File: config.mk
export PLATFORM = sky130hd
export DESIGN_NAME = sam_mem_arbiter
export DESIGN_NICKNAME = d
export VERILOG_FILES = /design/src/rtl/sam_mem_pkg.sv /design/src/rtl/sam_mem_pick.sv /design/src/rtl/sam_mem_arbiter.sv
export SDC_FILE = /design/constraint.sdc
export NUM_CORES = 1
export LEC_CHECK = 0
export ABC_CLOCK_PERIOD_IN_PS = 1750
export BUFFER_PORTS_ARGS = -buffer_cell sky130_fd_sc_hd__buf_4
export CORE_ASPECT_RATIO = 1.2
export CORE_MARGIN = 2
export CORE_UTILIZATION = 45
export DETAILED_ROUTE_END_ITERATION = 12
export PLACE_DENSITY_LB_ADDON = 0.2
export SETUP_SLACK_MARGIN = 0.1
export SLEW_MARGIN = 15
export SYNTH_ARGS = -nofsm -noshare
export SYNTH_HDL_FRONTEND = slang
export SYNTH_SLANG_ARGS = --single-unit
File: constraint.sdc
create_clock -name clk_sys -period 1.75 [get_ports clk_sys]
set_input_delay 0.0875 -clock clk_sys [delete_from_list [all_inputs] [get_ports clk_sys]]
set_output_delay 0.0875 -clock clk_sys [all_outputs]
set_load 0.01 [all_outputs]
File: src/rtl/sam_mem_pkg.sv
// Shared types and constants for the SAM memory arbiter and its priority picker.
package sam_mem_pkg;

  localparam int MEMARB_AW = 25;

  typedef enum logic [1:0] {
    IDLE,
    ISSUE,
    WAIT,
    DONE
  } memarb_state_t;

  typedef enum logic [1:0] {
    ID_DMA,
    ID_FDD,
    ID_CPU
  } memarb_id_t;

  // Completion vector ordered {cpu, fdd, dma} for the granted requester.
  function automatic logic [2:0] memarb_ack_vec(memarb_id_t id);
    logic [2:0] v;
    v = 3'b000;
    case (id)
      ID_DMA:  v = 3'b001;
      ID_FDD:  v = 3'b010;
      ID_CPU:  v = 3'b100;
      default: v = 3'b000;
    endcase
    return v;
  endfunction

endpackage

File: src/rtl/sam_mem_pick.sv
// Combinational winner selection: DMA strictly first, FDD/CPU alternate via last_lo.
module sam_mem_pick
  import sam_mem_pkg::*;
(
  input  logic       dma_req,
  input  logic       fdd_req,
  input  logic       cpu_req,
  input  logic       last_lo,
  output logic       vld,
  output memarb_id_t id
);

  always_comb begin
    vld = dma_req | fdd_req | cpu_req;
    id  = ID_DMA;
    if (dma_req) begin
      id = ID_DMA;
    end else if (fdd_req && cpu_req) begin
      // last_lo set means FDD was served most recently, so the CPU goes next.
      id = last_lo ? ID_CPU : ID_FDD;
    end else if (fdd_req) begin
      id = ID_FDD;
    end else if (cpu_req) begin
      id = ID_CPU;
    end
  end

endmodule

File: src/rtl/sam_mem_arbiter.sv
// Single-port arbiter sharing the SDRAM CPU-side port between ioctl DMA, WD1793 FDD and Z80.
// Optional feature: define MEMARB_TIMEOUT_EN to bound the wait for mem_ack and raise a sticky err.
module sam_mem_arbiter
  import sam_mem_pkg::*;
#(
  parameter int AW     = MEMARB_AW,
  parameter int TO_CYC = 255
) (
  input  logic          clk_sys,
  input  logic          rst_n,
  input  logic          dma_req,
  input  logic          dma_we,
  input  logic [AW-1:0] dma_addr,
  input  logic [7:0]    dma_din,
  output logic          dma_ack,
  input  logic          fdd_req,
  input  logic          fdd_we,
  input  logic [AW-1:0] fdd_addr,
  output logic          fdd_ack,
  input  logic          cpu_req,
  input  logic          cpu_we,
  input  logic [AW-1:0] cpu_addr,
  input  logic [7:0]    cpu_din,
  output logic          cpu_ack,
  output logic          cpu_wait,
  output logic [7:0]    rdata,
  output logic          mem_req,
  output logic          mem_we,
  output logic [AW-1:0] mem_addr,
  output logic [7:0]    mem_din,
  input  logic          mem_ack,
  input  logic [7:0]    mem_dout,
  output logic          busy,
  output logic          err
);

  memarb_state_t state;
  memarb_id_t    lat_id;
  memarb_id_t    pick_id;
  logic          pick_vld;
  logic          last_lo;
  logic [2:0]    ack_vec;

  if (TO_CYC < 1 || TO_CYC > 255) begin : g_to_cyc_range
    $error("sam_mem_arbiter: TO_CYC must lie in 1..255");
  end

  sam_mem_pick u_pick (
    .dma_req (dma_req),
    .fdd_req (fdd_req),
    .cpu_req (cpu_req),
    .last_lo (last_lo),
    .vld     (pick_vld),
    .id      (pick_id)
  );

  assign dma_ack = ack_vec[0];
  assign fdd_ack = ack_vec[1];
  assign cpu_ack = ack_vec[2];

  // Gated by rst_n so the Z80 is never stalled while the arbiter is held in reset.
  assign cpu_wait = rst_n & cpu_req & ~ack_vec[2];

`ifdef MEMARB_TIMEOUT_EN
  localparam logic [7:0] TO_LOAD = 8'(TO_CYC);
  logic [7:0] to_cnt;
  logic       err_q;
  assign err = err_q;
`else
  assign err = 1'b0;
`endif

  always_ff @(posedge clk_sys or negedge rst_n) begin
    if (!rst_n) begin
      state    <= IDLE;
      lat_id   <= ID_DMA;
      last_lo  <= 1'b0;
      ack_vec  <= 3'b000;
      busy     <= 1'b0;
      mem_req  <= 1'b0;
      mem_we   <= 1'b0;
      mem_addr <= '0;
      mem_din  <= '0;
      rdata    <= 8'hFF;
`ifdef MEMARB_TIMEOUT_EN
      to_cnt   <= '0;
      err_q    <= 1'b0;
`endif
    end else begin
      mem_req <= 1'b0;
      ack_vec <= 3'b000;
      case (state)
        IDLE: begin
          if (pick_vld) begin
            // The strobe fields double as the latch, so later input changes are ignored.
            lat_id  <= pick_id;
            state   <= ISSUE;
            busy    <= 1'b1;
            mem_req <= 1'b1;
            case (pick_id)
              ID_DMA: begin
                mem_addr <= dma_addr;
                mem_we   <= dma_we;
                mem_din  <= dma_din;
              end
              ID_FDD: begin
                mem_addr <= fdd_addr;
                mem_we   <= fdd_we;
                mem_din  <= 8'h00;
              end
              default: begin
                mem_addr <= cpu_addr;
                mem_we   <= cpu_we;
                mem_din  <= cpu_din;
              end
            endcase
          end
        end
        ISSUE: begin
          state <= WAIT;
`ifdef MEMARB_TIMEOUT_EN
          to_cnt <= TO_LOAD;
`endif
        end
        WAIT: begin
          if (mem_ack) begin
            rdata   <= mem_dout;
            ack_vec <= memarb_ack_vec(lat_id);
            state   <= DONE;
          end
`ifdef MEMARB_TIMEOUT_EN
          else if (to_cnt == 8'd1) begin
            rdata   <= 8'hFF;
            err_q   <= 1'b1;
            ack_vec <= memarb_ack_vec(lat_id);
            state   <= DONE;
          end else begin
            to_cnt <= to_cnt - 8'd1;
          end
`endif
        end
        DONE: begin
          state <= IDLE;
          busy  <= 1'b0;
          if (lat_id == ID_FDD) begin
            last_lo <= 1'b1;
          end else if (lat_id == ID_CPU) begin
            last_lo <= 1'b0;
          end
        end
        default: begin
          state <= IDLE;
          busy  <= 1'b0;
        end
      endcase
    end
  end

endmodule
==> run_results.csv, run 1 <==
group,metric,value,unit
status,status,"complete, no violations",
grt,grt_max_degree,58,
job,maxCapViolCount,0,
route,via_count,2804,
timing,finalHoldWorstSlack,30.9,ps
die,start_util,0.465,
route,wire_per_inst,16.2,um
die,num_rows,32,
timing,rsz0062_at_grt,"no",
yosys,synth_ff_type,"dfrtp_1",
clock_network,clkLatencyLatePin,300,ps
critical_path,crit_cells,6,
route,drcViolationCount,0,
timing,slew_viol_final,0,
critical_path,cp_top_family,"flip-flops",
layout,layout-drive-gt1-share,0.540,
yosys,synth_cell_type_count,36,
grt,overflow,0,
layout,multi_input_area,0.00148,sq mm
critical_path,critical_path_class,"flop to flop",
layout,regArea,0.00131,sq mm
layout,diodes,0,
critical_path,worstPathBufferInverterCount,2,
grt,grt_pass1_wl,13200,um
clock_network,htreeDepth,2,
critical_path,cpMaxStageDelayCell,"dfrtp_1",
power,power,6.23,mW
clock_network,cts.sinks,52,
timing,finalCritPeriodShare,0.855,
critical_path,end_kind,"flop",
place,io_buffers,155,
timing,worstMarginPinSlew,792,ps
yosys,synthArstFlopShare,1.00,
critical_path,cp.arrival,1670,ps
timing,finalSetupViolCount,0,
route,drtIter0Drc,102,
clock_network,cts_setup_buffers,0,
layout,nNetsFinal,542,
place,pre_cts_slack,138,ps
critical_path,worstPathRequired,1920,ps
critical_path,cpPeakStageDelay,410,ps
worst_hold_path,hp-class,"primary input to flop",
timing,fmax,669,MHz
place,dp_hpwl,6060,um
layout,area_delta_synth_final,45.9,%
grt,grt_pass1_vias,2939,
power,peakVddDrop,0.619,mV
yosys,synthesis.nets,398,
timing,slew_headroom,0.469,
clock_network,cts-root-buf,"clkbuf_8",
yosys,yosysTopAreaCellShare,0.370,
timing,worst_slack,254,ps
die,die_height,93.1,um
die,die_area,0.00729,sq mm
power,p_per_area,1440,mW/mm^2
route,ant_nets,0,
yosys,postSynthAreaPerCell,10.5,sq um
critical_path,crit_chain,"inv_1 > ha_2 > o31ai_4 > buf_12 > nand2_1 > o31ai_2",
yosys,ys_top_cells_by_area,"dfrtp_1 (37%), o31ai_2 (7.6%), dfstp_2 (7.1%)",
die,coreArea,0.00641,sq mm
critical_path,reg2regPathDepth,6,
die,pin_count,157,
clock_network,cts_tree,"yes",
route,vias_per_cell,5.47,
timing,tns,0,ps
yosys,synth_cells,283,
clock_network,clk_pin_slew,90,ps
yosys,synth_seq_cells,52,
route,drt-total-wl,8320,um
yosys,synth_edf_count,0,
timing,finClkSkew,9.63,ps
grt,grt_use_total,0.229,
clock_network,clock_path_buffers,2,
timing,period_needed,1500,ps
route,dr.pass1.iters,4,
yosys,syn-cell-area,0.00298,sq mm
die,die_w,78.3,um
critical_path,critPathLaunchType,"flop",
worst_hold_path,hold_path_depth,2,
yosys,synth_top_area_cell,"dfrtp_1",
yosys,yosys_warnings,0,
timing,hold_violations,0,
place,gp_congestion,0.792,
layout,fill_cells,549,
clock_network,numCtsBuffers,5,
power,p_leak,2.00,nW
layout,fin_util,0.678,
grt,antenna_found_initial,0,
yosys,synth-seq-area-share,0.440,
critical_path,cp_max_fo,21,
per-layer routing:
metal / share of wire / GRT usage / up-vias
li1: - / - / 1339
met1: 0.39 / 0.252 / 1342
met2: 0.54 / 0.435 / 115
met3: 0.062 / 0.0492 / 8
met4: 0.011 / 0.0746 / 0
met5: 0 / 0 / -
metrics by stage:
step | instances | cell area (sq um)
global route | 513 | 4340
global placement | 503 | 4180
detailed placement | 503 | 4180
floorplan | 283 | 2980
CTS | 512 | 4320
finish | 513 | 4340
sequential cells by signal, summed over array words and instances (netlist names):
signal    cells
rdata         8
mem_din       8
mem_we        1
lat_id        2
mem_req       1
mem_addr     25
busy          1
last_lo       1
ack_vec       3
state         2
timing repair:
action	in CTS	in global routing
resized for setup	0	4
endpoints found under the hold margin	21	0
setup endpoints to repair	0	26
hold buffers	1	0
cells by family (layout without fill, tap and decap cells):
logic type,after synthesis,in the layout,share of synthesized area
buf+inv,34,178,0.0672
compound gates,105,106,0.280
mux,11,11,0.0412
simple gates,73,73,0.140
fa+ha+maj,7,7,0.0294
other cells,1,1,0.00126
flops,52,52,0.440
layout by cell type (no fill, tap or decap), types with 9 or more instances in the layout:
master and instances:
dfrtp_1 44, o31ai_2 19, mux2_2 9, nor3_2 19, nand2_1 39, o21ai_0 34, a211oi_1 26, buf_4 158
synth_stat cells (2+ instances only):
cell type / instances
a211oi_1: 26
a32oi_1: 8
and3_1: 3
buf_2: 13
buf_4: 5
buf_6: 5
clkbuf_1: 4
dfrtp_1: 44
dfstp_2: 8
ha_1: 7
inv_1: 6
mux2_2: 9
nand2_1: 39
nor2b_1: 2
nor3_1: 8
nor3_2: 19
o21ai_0: 34
o31ai_1: 8
o31ai_2: 18
power by group:
part           switching (mW)  internal, mW
Sequential              0.338          1.85
Combinational            1.59          1.58
Clock                   0.377         0.505
area by class of cell:
class | count | area share
Inverter | 6 | 0.00518
Clock inverter | 1 | 0.00691
Sequential cell | 52 | 0.302
Tap cell | 85 | 0.0245
Multi-Input combinational cell | 198 | 0.341
Clock buffer | 7 | 0.0222
Timing Repair Buffer | 164 | 0.298
final timing paths:
| check | end | from | slack, ps |
|---|---|---|---|
| worst max-delay path | mem_addr[19]$_DFFE_PN0P_ | state[0]$_DFFE_PN0P_ | 250 |
| worst min-delay path | rdata[1]$_DFFE_PN1P_ | mem_dout[1] | 30 |
| worst max register to register | mem_addr[19]$_DFFE_PN0P_ | state[0]$_DFFE_PN0P_ | 250 |
| worst min register to register | mem_din[2]$_DFFE_PN0P_ | mem_din[2]$_DFFE_PN0P_ | 490 |
| max in group asynchronous | rdata[7]$_DFFE_PN1P_ | rst_n | 810 |
| min in group asynchronous | mem_din[7]$_DFFE_PN0P_ | rst_n | 210 |
Note: power is estimated with default switching activity, not from simulation.
==> inputs of run 2 (changes only) <==
Settings changed: BUFFER_PORTS_ARGS -buffer_cell sky130_fd_sc_hd__buf_4 to -buffer_cell sky130_fd_sc_hd__buf_2.
==> run_results.csv, run 2 (synthesis gave the netlist of run 1 again) <==
group,metric,value,unit
status,status,"complete, no violations",
route,wire_per_inst,14.8,um
timing,period_needed,1560,ps
route,ant_nets,0,
layout,diodes,0,
critical_path,worstPathBufferInverterCount,1,
grt,grt_pass1_vias,2610,
timing,worstMarginPinSlew,715,ps
route,drt-total-wl,7660,um
timing,rsz0062_at_grt,"no",
power,power.switching,2.19,mW
grt,grt_use_total,0.209,
clock_network,cts.sinks,52,
timing,tns,0,ps
layout,reg.largest.list,"mem_addr: 25 flops, mem_din: 8 flops, rdata: 8 flops",
die,num_rows,32,
place,placedInstanceArea,0.00381,sq mm
critical_path,end_kind,"flop",
grt,grt_pass1_wl,12000,um
critical_path,critPathLaunchType,"flop",
critical_path,critical_path_class,"flop to flop",
critical_path,cp.arrival,1750,ps
timing,hold_violations,0,
critical_path,cp_top_family,"flip-flops",
clock_network,clk_pin_slew,90,ps
die,start_util,0.465,
layout,mostFrequentLayoutCell,"buf_2",
layout,largest-register,"mem_addr",
route,drcViolationCount,0,
layout,layout_common_cells,"buf_2 (155), dfrtp_1 (44), nand2_1 (39)",
die,die_height,93.1,um
worst_hold_path,hp-class,"primary input to flop",
layout,area_delta_synth_final,31.9,%
die,coreArea,0.00641,sq mm
die,die_w,78.3,um
grt,grt_max_degree,38,
power,internal_power,3.39,mW
route,dr_wl_met2,3890,um
clock_network,clock_path_buffers,2,
critical_path,worstPathRequired,1940,ps
route,drt-met1-wl,3150,um
place,placedCellCount,507,
power,peakVddDrop,0.565,mV
layout,stdcell_area,0.00393,sq mm
critical_path,crit_chain,"inv_1 > ha_1 > nor2b_1 > a21oi_1 > mux2_1",
worst_hold_path,hold_path_depth,2,
route,drtIter0Drc,122,
die,pin_count,157,
route,via_count,2723,
clock_network,clkLatencyLatePin,300,ps
die,die_area,0.00729,sq mm
critical_path,crit_cells,5,
place,gp_congestion,0.773,
critical_path,cp_max_fo,6,
timing,slew_viol_final,0,
place,dp_hpwl,5650,um
layout,fin_util,0.613,
layout,nNetsFinal,546,
route,wl_met3,530,um
timing,fmax,640,MHz
route,highest_layer,"met4",
layout,fin_cells,517,
timing,finalSetupViolCount,0,
critical_path,cpMaxStageDelayCell,"dfrtp_1",
route,dr.pass1.iters,4,
power,p_seq_frac,0.386,
power,pwr-share-clk,0.125,
clock_network,numCtsBuffers,5,
place,io_buffers,155,
timing,finClkSkew,9.49,ps
clock_network,htreeDepth,2,
power,p_leak,1.87,nW
clock_network,cts-root-buf,"clkbuf_8",
clock_network,cts_tree,"yes",
power,p_sw_frac,0.393,
timing,slew_headroom,0.520,
layout,largest_reg_flops,25,
job,maxCapViolCount,0,
power,p_per_area,1420,mW/mm^2
power,p_comb_frac,0.489,
grt,antenna_found_initial,0,
timing,finalCritPeriodShare,0.893,
critical_path,reg2regPathDepth,5,
grt,overflow,0,
layout,layout-drive-gt1-share,0.539,
route,vias_per_cell,5.27,
critical_path,cpPeakStageDelay,390,ps
==> run 2: what timing repair did <==
action,CTS,global route
buffers inserted,0,0
hold buffers,1,0
gates resized for setup,0,2
endpoints found under the setup margin,0,25
endpoints found under the hold margin,15,0
==> run 2: power by group through the flow <==
stage          Clock (mW)  Combinational (mW)  Sequential (mW)
6_report            0.699                2.73             2.15
4_1_cts             0.722                2.73             2.15
2_1_floorplan           0                1.48             2.41
3_3_place_gp            0                2.66             2.16
3_5_place_dp            0                2.73             2.17
5_1_grt             0.770                3.06             2.22
==> run 2: worst register-to-register path: cells and delay by family (launching register included) <==
| kind | cells | cell delay (ps) |
|---|---|---|
| buf+inv | 1 | 80 |
| flops | 1 | 390 |
| simple gates | 1 | 180 |
| compound gates | 1 | 190 |
| mux | 1 | 350 |
| fa+ha+maj | 1 | 270 |
==> run 2: layout make-up <==
| cell class | instances | area [sq um] |
|---|---|---|
| fillers | 569 | 2480 |
| multi-input cells | 198 | 1480 |
| flip-flops and latches | 52 | 1310 |
| repair buffers | 168 | 917 |
| well taps | 85 | 106 |
| clock buffers | 8 | 90.1 |
| inverters | 6 | 22.5 |
==> run 2: worst paths after layout <==
kind	startpoint	end	slack [ps]
hold reg to reg	mem_din[2]$_DFFE_PN0P_	mem_din[2]$_DFFE_PN0P_	480
max in group asynchronous	rst_n	rdata[2]$_DFFE_PN1P_	700
hold / removal	mem_dout[3]	rdata[3]$_DFFE_PN1P_	20
setup reg to reg	state[0]$_DFFE_PN0P_	state[1]$_DFFE_PN0P_	190
min in group asynchronous	rst_n	mem_din[0]$_DFFE_PN0P_	230
setup / recovery	state[0]$_DFFE_PN0P_	state[1]$_DFFE_PN0P_	190
==> run 2: metrics by stage <==
| stage | power [mW] | setup slack, ps | hold slack, ps |
|---|---|---|---|
| 6_report | 5.58 | 187 | 16.9 |
| 4_1_cts | 5.61 | 155 | 15.2 |
| 3_3_place_gp | 4.82 | 262 | 28.1 |
| 2_1_floorplan | 3.88 | 387 | -208 |
| 5_1_grt | 6.05 | 100 | 0.806 |
| 3_5_place_dp | 4.90 | 172 | 30.1 |
==> run 2: routing by layer <==
layer	GRT usage	up-vias
met5	0	-
met4	0.0643	0
met1	0.247	1269
met2	0.377	106
li1	-	1341
met3	0.0454	7
==> inputs of run 3 (changes only) <==
Settings changed: ABC_AREA set to 1.
==> run_results.csv, run 3 <==
group,metric,value,unit
place,io_buffers,155,
yosys,synth-xor-area-share,0,
timing,period_needed,1460,ps
die,die_area,0.00706,sq mm
layout,largest_reg_flops,25,
critical_path,cp_max_fo,11,
yosys,synth_top_area_cell,"dfrtp_1",
critical_path,cpPeakStageDelay,390,ps
grt,antenna_found_initial,0,
die,die_w,77.0,um
grt,grt_pass1_vias,3124,
clock_network,htreeDepth,2,
yosys,synth_seq_cells,52,
yosys,ys_top_cells_by_area,"dfrtp_1 (38%), nand3_1 (17%), nand2_1 (16%)",
clock_network,cts-root-buf,"clkbuf_8",
layout,fin_util,0.638,
clock_network,clkLatencyLatePin,310,ps
clock_network,postCtsHoldBufs,7,
place,dp_hpwl,6350,um
timing,slew_viol_final,0,
die,pin_count,157,
layout,stdcell_area,0.00391,sq mm
layout,reg.largest.list,"mem_addr: 25 flops, mem_din: 8 flops, rdata: 8 flops",
yosys,synth_top_cells_by_count,"nand2_1 (123), nand3_1 (98), dfrtp_1 (44), nand4_1 (27), buf_2 (20)",
worst_hold_path,hold_start,"mem_dout[0]",
timing,finalSetupViolCount,0,
die,die_height,91.6,um
critical_path,cp_top_family,"multiplexers",
route,drt-total-wl,8740,um
critical_path,reg2regPathDepth,4,
yosys,synth-simple-area-share,0.403,
clock_network,postCtsResizedCells,0,
critical_path,critical_path_class,"flop to flop",
clock_network,cts_tree,"yes",
layout,layout_common_cells,"buf_2 (155), nand2_1 (123), nand3_1 (98)",
die,num_rows,31,
power,peakVddDrop,0.831,mV
yosys,postSynthAreaPerCell,7.74,sq um
critical_path,crit_chain,"inv_1 > ha_1 > nand2_1 > mux2_2",
layout,largest-register,"mem_addr",
yosys,synth_edf_count,0,
yosys,synth_cells,372,
critical_path,cpMaxStageDelayCell,"mux2_2",
place,placedInstanceArea,0.00374,sq mm
timing,finalCritPeriodShare,0.836,
yosys,yosysTopAreaCellShare,0.382,
timing,fmax,683,MHz
job,maxCapViolCount,0,
yosys,yosys_warnings,0,
yosys,synth_ff_type,"dfrtp_1",
timing,tns,0,ps
yosys,synth_compound_area_frac,0.00869,
worst_hold_path,min_to,"rdata[0]$_DFFE_PN1P_",
layout,diodes,0,
place,pre_cts_slack,286,ps
yosys,synthesis.nets,487,
route,wire_per_inst,14.3,um
critical_path,worstPathRequired,2000,ps
timing,hold_violations,0,
route,drtIter0Drc,181,
grt,grt_pass1_wl,14100,um
yosys,syn-cell-area,0.00288,sq mm
layout,area_delta_synth_final,35.7,%
critical_path,r2r_slack,290,ps
yosys,synth_cell_type_count,18,
critical_path,reg2reg_to,"rdata[7]$_DFFE_PN1P_",
layout,fill_cells,560,
critical_path,worstPathBufferInverterCount,1,
route,ant_nets,0,
yosys,yosysMostFrequentCell,"nand2_1",
grt,grt_use_total,0.247,
power,p_per_area,1340,mW/mm^2
layout,nNetsFinal,643,
layout,mostFrequentLayoutCell,"buf_2",
grt,grt_max_degree,37,
clock_network,clock_path_buffers,2,
timing,rsz0062_at_grt,"no",
critical_path,critPathLaunchType,"flop",
route,via_count,3152,
status,status,"complete, no violations",
critical_path,r2r_start,"state[0]$_DFFE_PN0P_",
route,vias_per_cell,5.16,
place,gp_congestion,0.878,
clock_network,clk_pin_slew,110,ps
timing,worst_slack,286,ps
yosys,synth_top_family_by_area,"simple AND/OR/NAND/NOR gates",
grt,overflow,0,
clock_network,cts_setup_buffers,0,
worst_hold_path,hp-class,"primary input to flop",
yosys,yosys.area_share.adder,0.0304,
timing,finClkSkew,12.5,ps
clock_network,cts.sinks,52,
route,drcViolationCount,0,
critical_path,cp.arrival,1720,ps
worst_hold_path,hold_path_depth,2,
route,dr.pass1.iters,5,
critical_path,end_kind,"flop",
die,start_util,0.470,
die,coreArea,0.00613,sq mm
layout,layout-drive-gt1-share,0.378,
yosys,synth-seq-area-share,0.455,
clock_network,numCtsBuffers,5,
power,p_leak,2.21,nW
yosys,synthArstFlopShare,1.00,
yosys,synthMuxAreaShare,0.0313,
-- run 3: layout make-up --
class                   instances  area, sq um  share of cell area
multi-input cells             277         1370               0.350
flip-flops and latches         52         1310               0.335
repair buffers                178          978               0.250
well taps                      82          103              0.0262
clock buffers                   5         68.8              0.0176
inverters                      14         52.6              0.0134
clock inverters                 3         27.5             0.00704
-- run 3: kinds of logic after synthesis --
kind of cell | count (synthesis)
compound gates | 5
fa+ha+maj | 7
buf+inv | 43
flops | 52
mux | 8
other cells | 1
simple gates | 256
-- run 3: how the worst max path moves through the flow --
stage	start	end	slack [ps]	cells past startpoint
final	state[0]$_DFFE_PN0P_	rdata[7]$_DFFE_PN1P_	290	4
after global routing	state[0]$_DFFE_PN0P_	rdata[4]$_DFFE_PN1P_	170	4
after CTS	state[0]$_DFFE_PN0P_	rdata[7]$_DFFE_PN1P_	270	4
after detailed placement	state[0]$_DFFE_PN0P_	rdata[7]$_DFFE_PN1P_	290	4
after global placement	state[0]$_DFFE_PN0P_	rdata[2]$_DFFE_PN1P_	360	4
after floorplan	state[0]$_DFFE_PN0P_	mem_addr[0]$_DFFE_PN0P_	440	8
-- run 3: through the flow --
| step | cells | hold slack, ps | power [mW] |
|---|---|---|---|
| after global routing | 611 | 0.0526 | 5.68 |
| final | 611 | 5.00 | 5.25 |
| after floorplan | 372 | -208 | 3.57 |
| after CTS | 611 | 0.0589 | 5.30 |
| after global placement | 596 | 103 | 4.47 |
| after detailed placement | 596 | 107 | 4.56 |
-- run 3: per-layer routing --
| layer | wire length [um] | share of wire | vias up | GRT usage |
|---|---|---|---|---|
| met3 | 530 | 0.061 | 11 | 0.0443 |
| li1 | - | - | 1554 | - |
| met1 | 3520 | 0.40 | 1475 | 0.304 |
| met5 | 0 | 0 | - | 0 |
| met4 | 119 | 0.014 | 0 | 0.0952 |
| met2 | 4570 | 0.52 | 112 | 0.432 |
-- run 3: power breakdown --
| group | switching, mW | internal, mW |
|---|---|---|
| registers | 0.265 | 1.80 |
| logic | 1.48 | 0.991 |
| clock network | 0.419 | 0.294 |
| total | 2.16 | 3.09 |
